## src/rtl/rtc_access_scheduler.sv

```systemverilog
// Arbitrates the single RTC bus engine between user write-back requests and
// periodic refresh bursts of NREAD consecutive register reads, with a bus watchdog.
module rtc_access_scheduler #(
  parameter int unsigned REFRESH_TICKS = 1000000,
  parameter logic [7:0]  READ_BASE     = 8'h21,
  parameter int unsigned NREAD         = 6,
  parameter int unsigned TIMEOUT       = 255
) (
  input  logic       CLK,
  input  logic       reset,
  input  logic       hold,
  input  logic       wr_req,
  input  logic [7:0] wr_addr,
  input  logic [7:0] wr_data,
  output logic       wr_ack,
  output logic       wr_err,
  output logic       bus_start,
  output logic       bus_rw,
  output logic [7:0] bus_addr,
  output logic [7:0] bus_wdata,
  input  logic [7:0] bus_rdata,
  input  logic       bus_done,
  output logic       rd_valid,
  output logic [3:0] rd_index,
  output logic [7:0] rd_data,
  output logic       frame_done,
  output logic       bus_err,
  output logic       busy
);

  localparam int unsigned CNT_W = 24;
  localparam int unsigned IDX_W = 4;
  localparam int unsigned WD_W  = 8;
  localparam int unsigned AW    = 8;
  localparam int unsigned DW    = 8;

  localparam logic [CNT_W-1:0] TICK_LAST = CNT_W'(REFRESH_TICKS - 1);
  localparam logic [IDX_W-1:0] IDX_LAST  = IDX_W'(NREAD - 1);
  localparam logic [WD_W-1:0]  WD_LAST   = WD_W'(TIMEOUT - 1);

  typedef enum logic [2:0] {
    IDLE     = 3'd0,
    WR_ISSUE = 3'd1,
    WR_WAIT  = 3'd2,
    RD_ISSUE = 3'd3,
    RD_WAIT  = 3'd4
  } state_e;

  state_e            state_q, state_d;
  logic [CNT_W-1:0]  tick_cnt_q, tick_cnt_d;
  logic              pend_q, pend_d;
  logic [IDX_W-1:0]  idx_q, idx_d;
  logic              susp_q, susp_d;
  logic [WD_W-1:0]   wd_q, wd_d;

  logic              wr_ack_q, wr_ack_d;
  logic              wr_err_q, wr_err_d;
  logic              bus_start_q, bus_start_d;
  logic              bus_rw_q, bus_rw_d;
  logic [AW-1:0]     bus_addr_q, bus_addr_d;
  logic [DW-1:0]     bus_wdata_q, bus_wdata_d;
  logic              rd_valid_q, rd_valid_d;
  logic [IDX_W-1:0]  rd_index_q, rd_index_d;
  logic [DW-1:0]     rd_data_q, rd_data_d;
  logic              frame_done_q, frame_done_d;
  logic              bus_err_q, bus_err_d;
  logic              busy_q, busy_d;

  logic              tick_c;
  logic              wr_take_c;
  logic              consume_c;
  logic [IDX_W-1:0]  idx_inc_c;

  // Next-state, timer and output computation
  always_comb begin
    state_d      = state_q;
    idx_d        = idx_q;
    susp_d       = susp_q;
    wd_d         = wd_q;
    consume_c    = 1'b0;
    wr_ack_d     = 1'b0;
    wr_err_d     = 1'b0;
    bus_start_d  = 1'b0;
    rd_valid_d   = 1'b0;
    frame_done_d = 1'b0;
    bus_err_d    = 1'b0;
    bus_rw_d     = bus_rw_q;
    bus_addr_d   = bus_addr_q;
    bus_wdata_d  = bus_wdata_q;
    rd_index_d   = rd_index_q;
    rd_data_d    = rd_data_q;

    tick_c     = (tick_cnt_q == TICK_LAST);
    tick_cnt_d = tick_c ? '0 : tick_cnt_q + CNT_W'(1);
    // A request still high during its own ack cycle is the old one
    wr_take_c  = wr_req && !wr_ack_q;
    idx_inc_c  = idx_q + IDX_W'(1);

    case (state_q)
      IDLE: begin
        if (wr_take_c) begin
          state_d     = WR_ISSUE;
          bus_start_d = 1'b1;
          bus_rw_d    = 1'b1;
          bus_addr_d  = wr_addr;
          bus_wdata_d = wr_data;
        end else if (pend_q && !hold) begin
          state_d     = RD_ISSUE;
          idx_d       = '0;
          susp_d      = 1'b0;
          consume_c   = 1'b1;
          bus_start_d = 1'b1;
          bus_rw_d    = 1'b0;
          bus_addr_d  = READ_BASE;
          bus_wdata_d = '0;
        end
      end

      WR_ISSUE: begin
        state_d = WR_WAIT;
        wd_d    = '0;
      end

      RD_ISSUE: begin
        state_d = RD_WAIT;
        wd_d    = '0;
      end

      WR_WAIT: begin
        if (bus_done) begin
          wr_ack_d = 1'b1;
          if (susp_q) begin
            state_d     = RD_ISSUE;
            susp_d      = 1'b0;
            bus_start_d = 1'b1;
            bus_rw_d    = 1'b0;
            bus_addr_d  = READ_BASE + {4'h0, idx_q};
            bus_wdata_d = '0;
          end else begin
            state_d = IDLE;
          end
        end else if (wd_q == WD_LAST) begin
          state_d   = IDLE;
          wr_ack_d  = 1'b1;
          wr_err_d  = 1'b1;
          bus_err_d = 1'b1;
          susp_d    = 1'b0;
        end else begin
          wd_d = wd_q + WD_W'(1);
        end
      end

      RD_WAIT: begin
        if (bus_done) begin
          rd_valid_d = 1'b1;
          rd_data_d  = bus_rdata;
          rd_index_d = idx_q;
          if (idx_q == IDX_LAST) begin
            state_d      = IDLE;
            frame_done_d = 1'b1;
          end else if (hold) begin
            state_d = IDLE;
          end else if (wr_take_c) begin
            // Park the burst at the next index while the write goes out
            state_d     = WR_ISSUE;
            idx_d       = idx_inc_c;
            susp_d      = 1'b1;
            bus_start_d = 1'b1;
            bus_rw_d    = 1'b1;
            bus_addr_d  = wr_addr;
            bus_wdata_d = wr_data;
          end else begin
            state_d     = RD_ISSUE;
            idx_d       = idx_inc_c;
            bus_start_d = 1'b1;
            bus_rw_d    = 1'b0;
            bus_addr_d  = READ_BASE + {4'h0, idx_inc_c};
            bus_wdata_d = '0;
          end
        end else if (wd_q == WD_LAST) begin
          state_d   = IDLE;
          bus_err_d = 1'b1;
          susp_d    = 1'b0;
        end else begin
          wd_d = wd_q + WD_W'(1);
        end
      end

      default: begin
        state_d = IDLE;
      end
    endcase

    pend_d = tick_c | (pend_q & ~consume_c);
    busy_d = (state_d != IDLE);
  end

  always_ff @(posedge CLK) begin
    if (!reset) begin
      state_q      <= IDLE;
      tick_cnt_q   <= '0;
      pend_q       <= 1'b0;
      idx_q        <= '0;
      susp_q       <= 1'b0;
      wd_q         <= '0;
      wr_ack_q     <= 1'b0;
      wr_err_q     <= 1'b0;
      bus_start_q  <= 1'b0;
      bus_rw_q     <= 1'b0;
      bus_addr_q   <= '0;
      bus_wdata_q  <= '0;
      rd_valid_q   <= 1'b0;
      rd_index_q   <= '0;
      rd_data_q    <= '0;
      frame_done_q <= 1'b0;
      bus_err_q    <= 1'b0;
      busy_q       <= 1'b0;
    end else begin
      state_q      <= state_d;
      tick_cnt_q   <= tick_cnt_d;
      pend_q       <= pend_d;
      idx_q        <= idx_d;
      susp_q       <= susp_d;
      wd_q         <= wd_d;
      wr_ack_q     <= wr_ack_d;
      wr_err_q     <= wr_err_d;
      bus_start_q  <= bus_start_d;
      bus_rw_q     <= bus_rw_d;
      bus_addr_q   <= bus_addr_d;
      bus_wdata_q  <= bus_wdata_d;
      rd_valid_q   <= rd_valid_d;
      rd_index_q   <= rd_index_d;
      rd_data_q    <= rd_data_d;
      frame_done_q <= frame_done_d;
      bus_err_q    <= bus_err_d;
      busy_q       <= busy_d;
    end
  end

  assign wr_ack     = wr_ack_q;
  assign wr_err     = wr_err_q;
  assign bus_start  = bus_start_q;
  assign bus_rw     = bus_rw_q;
  assign bus_addr   = bus_addr_q;
  assign bus_wdata  = bus_wdata_q;
  assign rd_valid   = rd_valid_q;
  assign rd_index   = rd_index_q;
  assign rd_data    = rd_data_q;
  assign frame_done = frame_done_q;
  assign bus_err    = bus_err_q;
  assign busy       = busy_q;

endmodule

```

## config.mk

```make
export PLATFORM = sky130hd
export DESIGN_NAME = rtc_access_scheduler
export DESIGN_NICKNAME = d
export VERILOG_FILES = /design/src/rtl/rtc_access_scheduler.sv
export SDC_FILE = /design/constraint.sdc
export NUM_CORES = 1
export LEC_CHECK = 0
export CAP_MARGIN = 5
export CORE_ASPECT_RATIO = 1.5
export CORE_MARGIN = 10
export CORE_UTILIZATION = 47
export CTS_CLUSTER_SIZE = 25
export DETAILED_ROUTE_END_ITERATION = 6
export PLACE_DENSITY_LB_ADDON = 0.3
export SKIP_LAST_GASP = 1
export SYNTH_ARGS = -nofsm -noshare
export SYNTH_HDL_FRONTEND = slang
export SYNTH_SLANG_ARGS = --single-unit
```

## constraint.sdc

```tcl
create_clock -name CLK -period 1.7 [get_ports CLK]
set_input_delay 0.34 -clock CLK [delete_from_list [all_inputs] [get_ports CLK]]
set_output_delay 0.34 -clock CLK [all_outputs]
set_load 0.01 [all_outputs]
```

# Yosys cells after proc, flatten, opt, wreduce, memory -nomap -nowiden
# Index checks and enable logic that the tools add are counted.
[totals]
out_inout_bits = 36
word_cells = 137
reg_bits = 77
[op_classes]
n_eq_ne = 20
reduce_logical = 21
bitwise = 4
add_sub_neg = 5
mux = 69
[op_table]
columns = ["op", "count"]
rows = [
  ["$mux W8", 18],
  ["$pmux W8 S3", 2],
  ["$mux W1", 29],
  ["$add A24 B1 Y24 const B", 1],
  ["$eq A24 B20 Y1 const B", 1],
  ["$mux W4", 5],
  ["$ne A2 B2 Y1 const B", 9],
  ["$pmux W8 S2", 1],
  ["$mux W3", 5],
  ["$pmux W3 S5", 1],
  ["$add A6 B4 Y7 const A", 2],
  ["$ne A3 B3 Y1 const B", 4],
  ["$reduce_and A6 Y1", 2],
  ["$pmux W1 S3", 3],
  ["$add A8 B1 Y8 const B", 1],
  ["$eq A8 B8 Y1 const B", 1],
  ["$mux W2", 4],
  ["$pmux W4 S2", 1],
  ["$reduce_and A2 Y1", 4],
  ["$reduce_and A7 Y1", 1],
  ["$eq A3 B2 Y1 const B", 2],
  ["$reduce_and A3 Y1", 2],
  ["$reduce_bool A3 Y1", 2],
  ["$reduce_or A2 Y1", 3],
  ["other kinds (11)", 15],
]

# Logic depth before layout (Yosys ltp)
[logic_depth]
ltp_word = 8
depth_mapped = 8

# Least setup slack after synthesis
# Ideal clock, no wire load.
[synth_path]
path_kind = "flip-flop to flip-flop"
from = "register idx_q[1]"
to = "register bus_addr_q[5], in the netlist bus_addr[5]"
slack_ns = -0.008
period_less_slack_ns = 1.708
stages_incl_launch_ff = 9
n_path_buf = 1
required_time_ns = 1.581
arrival_time_ns = 1.590
cell_sequence = "dfxtp_1 inv_1 ha_1 nand3b_1 nand3_1 a211oi_2 buf_2 inv_1 o221a_2"
[synth_via]
elab_chain_len = 7
word_cells_on_any_way = 13
classes_between = "add/sub (3); eq/ne (2); mux (7); reduce/logical (1)"
[synth_lines]
columns = ["item", "line_no", "rtl"]
rows = [
  ["start: declaration", "52", "logic [IDX_W-1:0] idx_q, idx_d;"],
  ["start signal: assignment", "222", "idx_q <= idx_d;"],
  ["$add A4 B1 Y4", "97", "idx_inc_c = idx_q + IDX_W'(1);"],
  ["$add A6 B4 Y7", "177", "bus_addr_d = READ_BASE + {4'h0, idx_inc_c};"],
  ["$mux W8", "163", "end else if (wr_take_c) begin"],
  ["$mux W8", "161", "end else if (hold) begin"],
  ["$mux W8", "158", "if (idx_q == IDX_LAST) begin"],
  ["$mux W8", "154", "if (bus_done) begin"],
  ["$pmux W8 S3", "99", "case (state_q)"],
  ["end signal: assignment", "229", "bus_addr_q <= bus_addr_d;"],
  ["end: declaration", "60", "logic [AW-1:0] bus_addr_q, bus_addr_d;"],
]
# Several ways; a longest one is shown, not always the timed one. The select of a mux whose other input is x is not followed.
# A chain may end at the register's enable or synchronous reset.

# Worst setup path in the final report
[layout_path]
from = "register wr_ack_q, in the netlist wr_ack"
to = "output port wr_ack"
[layout_lines]
columns = ["item", "line_no", "rtl"]
rows = [
  ["start: declaration", "56", "logic wr_ack_q, wr_ack_d;"],
  ["start signal: assignment", "225", "wr_ack_q <= wr_ack_d;"],
  ["end: declaration", "15", "output logic wr_ack,"],
]
# No word-level cell between the ends.

==> key figures <==
Run status
  – Outcome: completed

Timing
  – Final critical-path required period: 1.64 ns
  – Setup Skew: 0.00513 ns
  – Period utilization: 0.964
  – Unrepaired setup endpoints after global routing: true
  – Worst-margin pin slew: ~0.35 ns
  – Fin Setup TNS: 0 ns
  – Final max-slew violation count: 0
  – Fmax: 0.610 GHz
  – Relative slew margins: 0.763
  – Final hold viol count: 0
  – # setup viols final: 0

Drt
  – Routed WL: 9290 um
  – Pre-antenna DRT Iters: 4
  – Residual DRC: 0
  – Post-route antenna net violation count: 0
  – Via density: between 5 and 6
  – Via Count: approximately 3,300
  – WL/cell: about 15 um
  – First DRT Iteration DRCs: approximately 190

Logic synthesis
  – Syn_area_per_cell: just under 9 um2
  – Warnings, synthesis: 0
  – Synth top cells by count: dfxtp_1, nand2_1, nor2_1, nand3_1, xor2_1
  – Largest cells by area after synthesis: dfxtp_1, nand2_1, nor2_1, xor2_1, nor2b_1
  – Post-synth top flop: dfxtp_1
  – Post-Syn Instances: between 400 and 500
  – Post-Syn Area: between 3000 and 4000 um2
  – Synth async-reset ratio: 0
  – Synth area leader: dfxtp_1
  – Post-synth EDFFs: 0
  – Most numerous cell in the Yosys netlist: dfxtp_1
  – Share of the synthesized area in the top cell type: 0.427
  – Register area share after synthesis: 0.427
  – Synth cell types: 60
  – FF+latch count, synth: 77
  – Synthesized Nets: 449

Clock tree
  – CTS root buffer: clkbuf_16
  – Clock edge transition at the registers on the reported setup and hold paths: about 0.060 ns
  – Hold Buf Count CTS: 0
  – CTS buffer count: 9
  – H-tree Lvls: 3
  – Clock Latency Late Sink: ~0.34 ns
  – CTS sink cnt: 77
  – CTS tree: built
  – Max Root-Sink Buffers: 2

Die
  – Core outline area: ~7600 um2
  – Starting Density: 0.477
  – Chip Width: 91.5 um
  – Row Count: 39
  – Die Y: about 130 um
  – Die area: 11,700 um2
  – I/O Pins: between 60 and 70

Critical path
  – CP Buf/Inv Count: 1
  – CP Launch Type: register
  – CP max FO: 3
  – Crit path capture type: primary output
  – Critical path class: register to primary output
  – Crit path max-delay cell type: clkdlybuf4s50_1
  – Critical Path AT: between 1 and 1.5 ns
  – Worst path cell trace: clkdlybuf4s50_1
  – CP top delay family: buffers and inverters
  – Max incr delay on CP: about 0.57 ns
  – CP required: around 1.4 ns

Hold path
  – Worst hold path class: register to register

Pwr
  – P per Cell Area: between 800 and 900 nW/um2
  – Standby leakage power: ~1.9 nW
  – VDD IR max: roughly 740 uV

Placed design
  – GPL Wtd Cong: about 0.9
  – Post-DP HPWL: around 6900 um
  – Number of port buffers: between 60 and 70

Global route
  – Initial antenna violation count: 0
  – Total global-route track usage: 0.157
  – Vias in the first global route: between 3,000 and 4,000
  – Grt total ovfl: 0
  – First-pass GRT wire length: ~15,000 um
  – Largest net degree at the start of global routing: 25

Finish
  – Total of fill cells in the finished design: roughly 620
  – Layout area overhead: 41.8%
  – Area occupied by multi-input gates: 1980 um2
  – Core Util, Final: 0.676
  – NumNets Final: around 560
  – ANT cells: 0
  – Register area: approximately 1500 um2
  – Share of layout cells above drive strength 1: 0.197

Job
  – Max cap viols: 0
[power by group]
part           internal (mW)  total [mW]  switching, mW  leakage (nW)
combinational          0.281       0.504          0.223          1.12
clock                   1.36        2.08          0.717         0.163
sequential              1.86        1.89         0.0357         0.627
total                   3.50        4.47          0.975          1.91
[metal layers]
layer  wire [um]  global-route usage  up-vias
li1            -                   -     1660
met1        3650               0.156     1542
met2        4930               0.288       72
met3         463              0.0492       25
met4         248              0.0740        0
met5           0                   0        -
[worst paths after layout]
kind                            startpoint                        to  slack [ns]  depth (start not counted)
hold reg to reg   tick_cnt_q[0]$_SDFF_PP0_  tick_cnt_q[0]$_SDFF_PP0_        0.46                          1
hold / removal    tick_cnt_q[0]$_SDFF_PP0_  tick_cnt_q[0]$_SDFF_PP0_        0.46                          1
setup / recovery         wr_ack$_SDFF_PN0_                    wr_ack        0.06                          1
setup reg to reg     idx_q[0]$_SDFFE_PN0P_           busy$_SDFF_PN0_        0.06                          6
[cells in the final DEF (no fill, tap or decap), types with 6 or more instances in the layout]
| cell | instances |
|---|---|
| xor2_1 | 18 |
| nand2_1 | 48 |
| and3_1 | 6 |
| nor2b_1 | 16 |
| inv_1 | 8 |
| clkdlybuf4s50_1 | 64 |
| xnor2_1 | 8 |
| a21oi_1 | 12 |
| and2_1 | 7 |
| nor2_1 | 43 |
| clkbuf_16 | 9 |
| nand3_1 | 19 |
| nand4_1 | 14 |
| o21ai_0 | 10 |
| a21boi_0 | 13 |
| nor3_1 | 10 |
| buf_4 | 54 |
| a22oi_1 | 7 |
| dfxtp_1 | 73 |
[layout make-up]
| type | count | area share |
|---|---|---|
| flip-flops and latches | 77 | 0.302 |
| repair buffers | 122 | 0.215 |
| inverters | 9 | 0.00661 |
| clock buffers | 12 | 0.0502 |
| well taps | 102 | 0.0250 |
| multi-input cells | 303 | 0.387 |
| clock inverters | 4 | 0.0137 |
[sequential cells by signal, summed over array words and instances, names as in the netlist]
name        cells
wr_ack          1
tick_cnt_q     24
bus_start       1
idx_q           4
frame_done      1
rd_index        4
rd_data         8
bus_addr        8
pend_q          1
bus_err         1
wd_q            8
state_q         3
bus_rw          1
bus_wdata       8
wr_err          1
susp_q          1
rd_valid        1
busy            1
[cells by family after synthesis]
| group | synth area share |
|---|---|
| adder cells (fa/ha/maj) | 0.0208 |
| XOR/XNOR | 0.0631 |
| flip-flops | 0.427 |
| buffers and inverters | 0.0517 |
| AO/OA/AOI/OAI | 0.162 |
| AND/OR/NAND/NOR | 0.275 |
[metrics by stage]
| step | instances | total power [mW] | setup slack [ns] | area [um2] | hold WS [ns] |
|---|---|---|---|---|---|
| after floorplan | 414 | 2.16 | 0.0216 | 3610 | 0.430 |
| after global routing | 629 | 4.63 | -0.0690 | 5110 | 0.495 |
| after global placement | 610 | 2.39 | -0.231 | 4650 | 0.439 |
| after CTS | 626 | 4.47 | 0.0287 | 4990 | 0.467 |
| after detailed placement | 610 | 2.40 | -0.279 | 4650 | 0.455 |
| final | 629 | 4.47 | 0.0607 | 5110 | 0.463 |
[timing repair]
item                                    CTS  global route
setup buffers                             0             2
gates resized for setup                   2            28
endpoints found under the setup margin   24            60
hold endpoints to repair                  0             0
pin swaps                                 0             9
gates cloned                              0             1
Power figures use the tool's default switching activity.
